$ cat src/rtl/cfg_loader_pkg.sv
// cfg_loader_pkg: shared state encoding and sizing helpers for the PE config loader.
package cfg_loader_pkg;
  localparam int DEF_WORD_W = 32;
  typedef enum logic [2:0] {IDLE, CLR, FETCH, SHIFT_LO, SHIFT_HI, FIN} state_t;
  function automatic int words_for(input int chain_len, input int word_w = DEF_WORD_W);
    return (chain_len + word_w - 1) / word_w;
  endfunction
endpackage

$ cat src/rtl/cfg_readback_packer.sv
// cfg_readback_packer: collects serial chain-tail bits into LSB-first words, flushing a zero-padded partial word on demand.
module cfg_readback_packer
  import cfg_loader_pkg::*;
#(
  parameter int WORD_W = DEF_WORD_W
) (
  input  logic              clk,
  input  logic              reset,
  input  logic              clr,
  input  logic              sample,
  input  logic              flush,
  input  logic              din,
  output logic [WORD_W-1:0] ro_data,
  output logic              ro_valid
);
  localparam int IW = WORD_W > 1 ? $clog2(WORD_W) : 1;
  logic [WORD_W-1:0] acc, nxt;
  logic [IW-1:0] idx;
  logic emit;
  always_comb begin
    nxt = acc;
    nxt[idx] = din;
  end
  assign emit = flush || idx == IW'(WORD_W - 1);
  // acc is cleared after every emit, so a flushed partial word is already zero-padded
  always_ff @(posedge clk or posedge reset) begin
    if (reset) begin
      acc <= '0;
      idx <= '0;
      ro_data <= '0;
      ro_valid <= 1'b0;
    end else begin
      ro_valid <= sample && emit;
      if (clr) begin
        acc <= '0;
        idx <= '0;
      end else if (sample) begin
        acc <= emit ? '0 : nxt;
        idx <= emit ? '0 : idx + 1'b1;
        if (emit) ro_data <= nxt;
      end
    end
  end
endmodule

$ cat src/rtl/pe_config_loader.sv
// pe_config_loader: serialises config words into a PE shift chain (2 clk per bit) and returns the bits leaving its tail.
module pe_config_loader
  import cfg_loader_pkg::*;
#(
  parameter int CHAIN_LEN = 64,
  parameter int WORD_W = DEF_WORD_W,
  parameter int CLR_CYCLES = 4
) (
  input  logic              clk,
  input  logic              reset,
  input  logic              start,
  input  logic [WORD_W-1:0] s_data,
  input  logic              s_valid,
  output logic              s_ready,
  output logic              config_in_o,
  output logic              config_clk_o,
  output logic              config_reset_o,
  input  logic              config_out_i,
  output logic [WORD_W-1:0] ro_data,
  output logic              ro_valid,
  output logic              busy,
  output logic              done
);
  localparam int CW = $clog2(words_for(CHAIN_LEN, WORD_W) * WORD_W + 1);
  localparam int IW = WORD_W > 1 ? $clog2(WORD_W) : 1;
  localparam int KW = $clog2(CLR_CYCLES + 1);
  state_t state, nxt;
  logic [CW-1:0] cnt;
  logic [IW-1:0] bidx;
  logic [KW-1:0] clr_cnt;
  logic [WORD_W-1:0] sreg;
  logic last_bit;
  assign last_bit = cnt == CW'(CHAIN_LEN - 1);
  assign s_ready = state == FETCH;
  assign busy = state != IDLE;
  assign done = state == FIN;
  always_comb begin
    nxt = state;
    unique case (state)
      IDLE:     nxt = start ? CLR : IDLE;
      CLR:      nxt = clr_cnt == KW'(CLR_CYCLES - 1) ? FETCH : CLR;
      FETCH:    nxt = s_valid ? SHIFT_LO : FETCH;
      SHIFT_LO: nxt = SHIFT_HI;
      SHIFT_HI: nxt = last_bit ? FIN : bidx == IW'(WORD_W - 1) ? FETCH : SHIFT_LO;
      FIN:      nxt = IDLE;
      default:  nxt = IDLE;
    endcase
  end
  // chain pins are registered from the next state so they change only on clk edges
  always_ff @(posedge clk or posedge reset) begin
    if (reset) begin
      state <= IDLE;
      cnt <= '0;
      bidx <= '0;
      clr_cnt <= '0;
      sreg <= '0;
      config_in_o <= 1'b0;
      config_clk_o <= 1'b0;
      config_reset_o <= 1'b0;
    end else begin
      state <= nxt;
      config_reset_o <= nxt == CLR;
      config_clk_o <= nxt == SHIFT_HI;
      if (nxt == SHIFT_LO) config_in_o <= state == FETCH ? s_data[0] : sreg[0];
      clr_cnt <= state == CLR ? clr_cnt + 1'b1 : '0;
      if (state == IDLE) cnt <= '0;
      if (state == FETCH && s_valid) begin
        sreg <= s_data;
        bidx <= '0;
      end
      if (state == SHIFT_LO) sreg <= sreg >> 1;
      if (state == SHIFT_HI) begin
        cnt <= cnt + 1'b1;
        bidx <= bidx + 1'b1;
      end
    end
  end
  cfg_readback_packer #(.WORD_W(WORD_W)) u_packer (
    .clk(clk),
    .reset(reset),
    .clr(state == CLR),
    .sample(state == SHIFT_LO),
    .flush(last_bit),
    .din(config_out_i),
    .ro_data(ro_data),
    .ro_valid(ro_valid)
  );
endmodule

$ cat config.mk
export PLATFORM = sky130hd
export DESIGN_NAME = pe_config_loader
export DESIGN_NICKNAME = d
export VERILOG_FILES = /design/src/rtl/cfg_loader_pkg.sv /design/src/rtl/cfg_readback_packer.sv /design/src/rtl/pe_config_loader.sv
export SDC_FILE = /design/constraint.sdc
export NUM_CORES = 1
export LEC_CHECK = 0
export ABC_AREA = 1
export CAP_MARGIN = 5
export CORE_ASPECT_RATIO = 0.7
export CORE_UTILIZATION = 35
export DETAILED_ROUTE_END_ITERATION = 8
export PLACE_DENSITY = 0.66
export SKIP_LAST_GASP = 1
export SYNTH_ARGS = -nofsm -noshare
export SYNTH_HDL_FRONTEND = slang
export SYNTH_SLANG_ARGS = --single-unit
$ cat constraint.sdc
create_clock -name clk -period 5 [get_ports clk]
set_input_delay 0.75 -clock clk [delete_from_list [all_inputs] [get_ports clk]]
set_output_delay 0.75 -clock clk [all_outputs]
set_load 0.1 [all_outputs]
Yosys cells after proc, flatten, opt, wreduce, memory -nomap -nowiden
Index checks and enable logic that the tools add are counted.
{ "word_totals": {"ff_bits": 123, "in_bits": 37} }
{ "classes": {"addsub": 4, "n_eq_ne": 12, "n_lt_le_gt_ge": 2, "muxes": 23, "reduce_logical": 11, "bitwise_logic": 1} }
{ "op_table": {"columns": ["cell", "n"], "rows": [
  ["$mux 32", 5],
  ["$bwmux 32", 1],
  ["$mux 5", 5],
  ["$pmux 3 s5", 1],
  ["$mux 7", 2],
  ["$eq 3x2->1 const B", 4],
  ["$add 5x1->5 const B", 2],
  ["$eq 5x5->1 const B", 2],
  ["$eq 3x3->1 const B", 3],
  ["$reduce_bool 2->1", 4],
  ["$add 7x1->7 const B", 1],
  ["$eq 7x6->1 const B", 1],
  ["$eq 3x1->1 const B", 2],
  ["$lt 5x6->1 const B", 1],
  ["$mux 3", 2],
  ["$demux 1 s5", 1],
  ["$ge 5x1->1 const B", 1],
  ["$mux 1", 5],
  ["$add 3x1->3 const B", 1],
  ["$logic_and 1x1->1", 3],
  ["$logic_not 3->1", 1],
  ["$reduce_and 3->1", 1],
  ["$reduce_bool 3->1", 1],
  ["$mux 2", 1],
  ["other kinds (2)", 2]
]} }

Depth between registers and ports, before layout
{ "logic_depth": {"ltp_word": 8, "depth_mapped": 13} }

Modules after synthesis
A second synthesis with hierarchy kept.
{ "unflattened": {"cells_unflattened": 760, "hier_area_um2": 6311.1} }
{ "modules_own_cells": {"columns": ["module", "area_each_um2", "cells_per_inst", "n_inst"], "rows": [
  ["cfg_readback_packer", 3733.6, 465, 1],
  ["pe_config_loader", 2577.5, 295, 1]
]} }

Least setup slack after synthesis
Ideal clock, no wire load.
{ "synth_path": {"path_kind": "register to output", "startpoint": "register state[1]", "endpoint": "output s_ready", "required_time_ns": 4.250, "arrival_time_ns": 2.708, "setup_slack_ns": 1.542, "stages_incl_launch_ff": 4, "n_path_buf": 1, "path_cell_list": "dfrtp_1 -> buf_4 -> inv_2 -> nor3_1"} }
{ "synth_between": {"elab_chain_cells": 1} }
{ "synth_lines": {"columns": ["item", "line_no", "rtl"], "rows": [
  ["start, declared", "pe_config_loader.sv:27", "state_t state, nxt;"],
  ["start signal, assigned", "pe_config_loader.sv:61", "state <= nxt;"],
  ["$eq 3x2->1", "pe_config_loader.sv:34", "assign s_ready = state == FETCH;"],
  ["end, declared", "pe_config_loader.sv:14", "output logic s_ready,"]
]} }
Every way passes these cells.

Worst setup path after layout
Ends and elaborated chain as after synthesis.

==> results.toml <==
[drt]
postRouteAntennaNets = 0
wl_per_cell_um = 13.32
drc = 0
drtIter0Drc = 293
vias_per_cell = 4.704
firstDrtPassIters = 5
via_count = 4455
routed_wl_mm = 12.62

[sta]
setup_tns_ns = 0
rsz0062_at_grt = "no"
finalHoldViolCount = 0
fin_crit_ns = 3.410
slew_violations = 0
max_freq_mhz = 293.3
finalCritPeriodShare = 0.6819
fin_ws_ns = 1.590
setup_violations = 0
tightest_slew_ns = 1.031
slew_headroom = 0.3128
fin_hold_ws_ns = 0.4347
fin_skew_ns = 0.01196

[worst_setup_path]
crit_path_start_kind = "flop"
worstPathArrival_ns = 2.66
crit_path_max_incr_delay_ns = 1.23
crit_path_top_delay_cell = "clkdlybuf4s50_1"
cp_data_required_time_ns = 4.25
crit_fanout = 6
cp-end-kind = "output port"
worstSetupPathType = "flop to output port"
crit_chain = "inv_2 > nor3_1 > clkdlybuf4s50_1"

[final_layout]
final_nets = 781
final_util = 0.4498
drive_gt1_frac = 0.07095
area_growth_pct = 25.20
n_antenna_cell = 0

[hold_path]
min_path_type = "flop to flop"

[clock_tree]
insertion_delay_ns = 0.41
clk_pin_slew_ns = 0.06
clock-sinks = 123
post_cts_buffers = 0
cts_buffer_depth = 2
numCtsBuffers = 17
hold_buffers = 0
cts_root_buffer = "clkbuf_16"
cts-resized-gates = 0
h-tree-depth = 4
cts_tree = "yes"

[synth]
yosysUniqueCellTypes = 29
syn_area_per_cell_sq_um = 8.324
yosysSeqAreaShare = 0.5511
yosys_register_bits = 123
syn_area_sq_um = 5585
syn-num-nets = 718
syn_inst = 671
yosys_most_used_dff = "dfrtp_1"
ys_warn_count = 0
synth_edf_count = 0
synthArstFlopShare = 1.000

[placement]
io_buffers = 75
gp_congestion = 0.7661
dpl_worst_slack_ns = 1.940
hpwl_mm = 7.937

[grt]
first_global_vias = 4226
grt_use_total = 0.1667
antenna_found_initial = 0
grt_pass1_wl_mm = 21.63
grt_max_degree = 82
overflow = 0

[floorplanning]
io_pins = 76
die_area_sq_um = 16480
start_util = 0.3592
die_h_um = 107.7
row_count = 38
fp.dieW_um = 153.0
core-area_sq_um = 15550

[power_and_ir_drop]
p_leak_nw = 3.142
power_density_nw_per_um2 = 462.5
ir_drop_mv = 0.1808

[flow_run]
max_cap_violations = 0

[outcome]
status = "complete, no violations"
## critical path: cells and delay by family, from the launching register on
family	cells	cell delay [ns]
buffers and inverters	2	1.30
flip-flops	1	0.53
AND/OR/NAND/NOR	1	0.41
## registers in the layout, indices dropped and copies added, names as in the netlist
name and count:
bidx 5, state 3, clr_cnt 3, config_clk_o 1
config_reset_o 1, cnt 7, u_packer.ro_data 32, u_packer.idx 5
u_packer.acc 32, u_packer.ro_valid 1, sreg 32, config_in_o 1
## where the power goes
part | switching [W] | internal (W) | total, W | leakage (nW)
registers | 0.000114 | 0.00118 | 0.00129 | 1.44
clock network | 0.000493 | 0.000655 | 0.00115 | 0.260
logic | 0.000560 | 0.000235 | 0.000795 | 1.44
## per-layer routing
metal  vias to the layer above  track usage  routed length [um]
met5                         -            0                   0
met4                         0      0.05483                 121
met3                        13      0.04469                 668
met2                       105       0.2392                5166
met1                      2054       0.2415                6660
li1                       2283            -                   -
## cells in the final DEF (no fill, tap or decap), drive strengths merged
cell type | Yosys | routed
a211oi | 1 | 1
a21oi | 7 | 7
a22o | 8 | 8
a31oi | 10 | 10
and3 | 1 | 1
buf | 20 | 1
clkbuf | 12 | 18
clkdlybuf4s50 | 0 | 75
clkinv | 0 | 6
clkinvlp | 0 | 4
dfrtp | 123 | 123
ha | 10 | 10
inv | 36 | 40
nand2 | 272 | 272
nand3 | 9 | 9
nand4 | 2 | 2
nor2 | 78 | 78
nor3 | 4 | 4
o21ai | 46 | 46
o22ai | 28 | 28
xnor2 | 1 | 1
xor2 | 3 | 3
## kinds of logic after synthesis
kind of cell / after synthesis / synth area share
xor gates and xnor gates: 4 / 0.006274
buffers and inverters: 68 / 0.05443
AOI/OAI and AO/OA: 100 / 0.1046
DFF: 123 / 0.5511
and+or+nand+nor: 366 / 0.2612
adders and majority gates: 10 / 0.02240
## layout make-up
class,count,area [sq um]
Tap cell,200,250.2
Sequential cell,123,3078
Clock inverter,14,113.9
Fill cell,1527,8554
Multi-Input combinational cell,480,2203
Timing Repair Buffer,76,770.7
Inverter,36,137.6
Clock buffer,18,439.2
## path summary, 6_finish.rpt
kind | from | endpoint | slack [ns] | depth (start not counted)
setup / recovery | state[1] | s_ready | 1.59 | 3
hold / removal | clr_cnt[0] | clr_cnt[0] | 0.43 | 1
setup reg to reg | u_packer.idx[0] | u_packer.ro_data[7] | 2.24 | 11
hold reg to reg | clr_cnt[0] | clr_cnt[0] | 0.43 | 1
max in group asynchronous | reset | u_packer.acc[8] | 3.28 | 3
min in group asynchronous | reset | u_packer.ro_data[17] | 0.95 | 2
## through the flow
step / power [W] / area (sq um) / instances
after floorplan: 0.001918 / 5585 / 671
after global placement: 0.002090 / 6440 / 915
after detailed placement: 0.002108 / 6440 / 915
after CTS: 0.003266 / 6993 / 947
after global routing: 0.003426 / 6993 / 947
final: 0.003234 / 6993 / 947
## cells in the mapped netlist, types with 4 or more instances
| master | n | area, sq um |
|---|---|---|
| nand2_1 | 269 | 1010 |
| dfrtp_1 | 123 | 3078 |
| nor2_1 | 73 | 274.0 |
| o21ai_0 | 43 | 215.2 |
| inv_1 | 28 | 105.1 |
| o22ai_1 | 28 | 175.2 |
| buf_2 | 15 | 75.07 |
| clkbuf_1 | 12 | 45.04 |
| a31oi_1 | 10 | 62.56 |
| ha_1 | 10 | 125.1 |
| a22o_1 | 8 | 70.07 |
| inv_2 | 8 | 30.03 |
| nand3_1 | 8 | 40.04 |
| a21oi_1 | 7 | 35.03 |
| nor2_4 | 5 | 56.30 |
| nor3_1 | 4 | 20.02 |
Power figures use the tool's default switching activity.
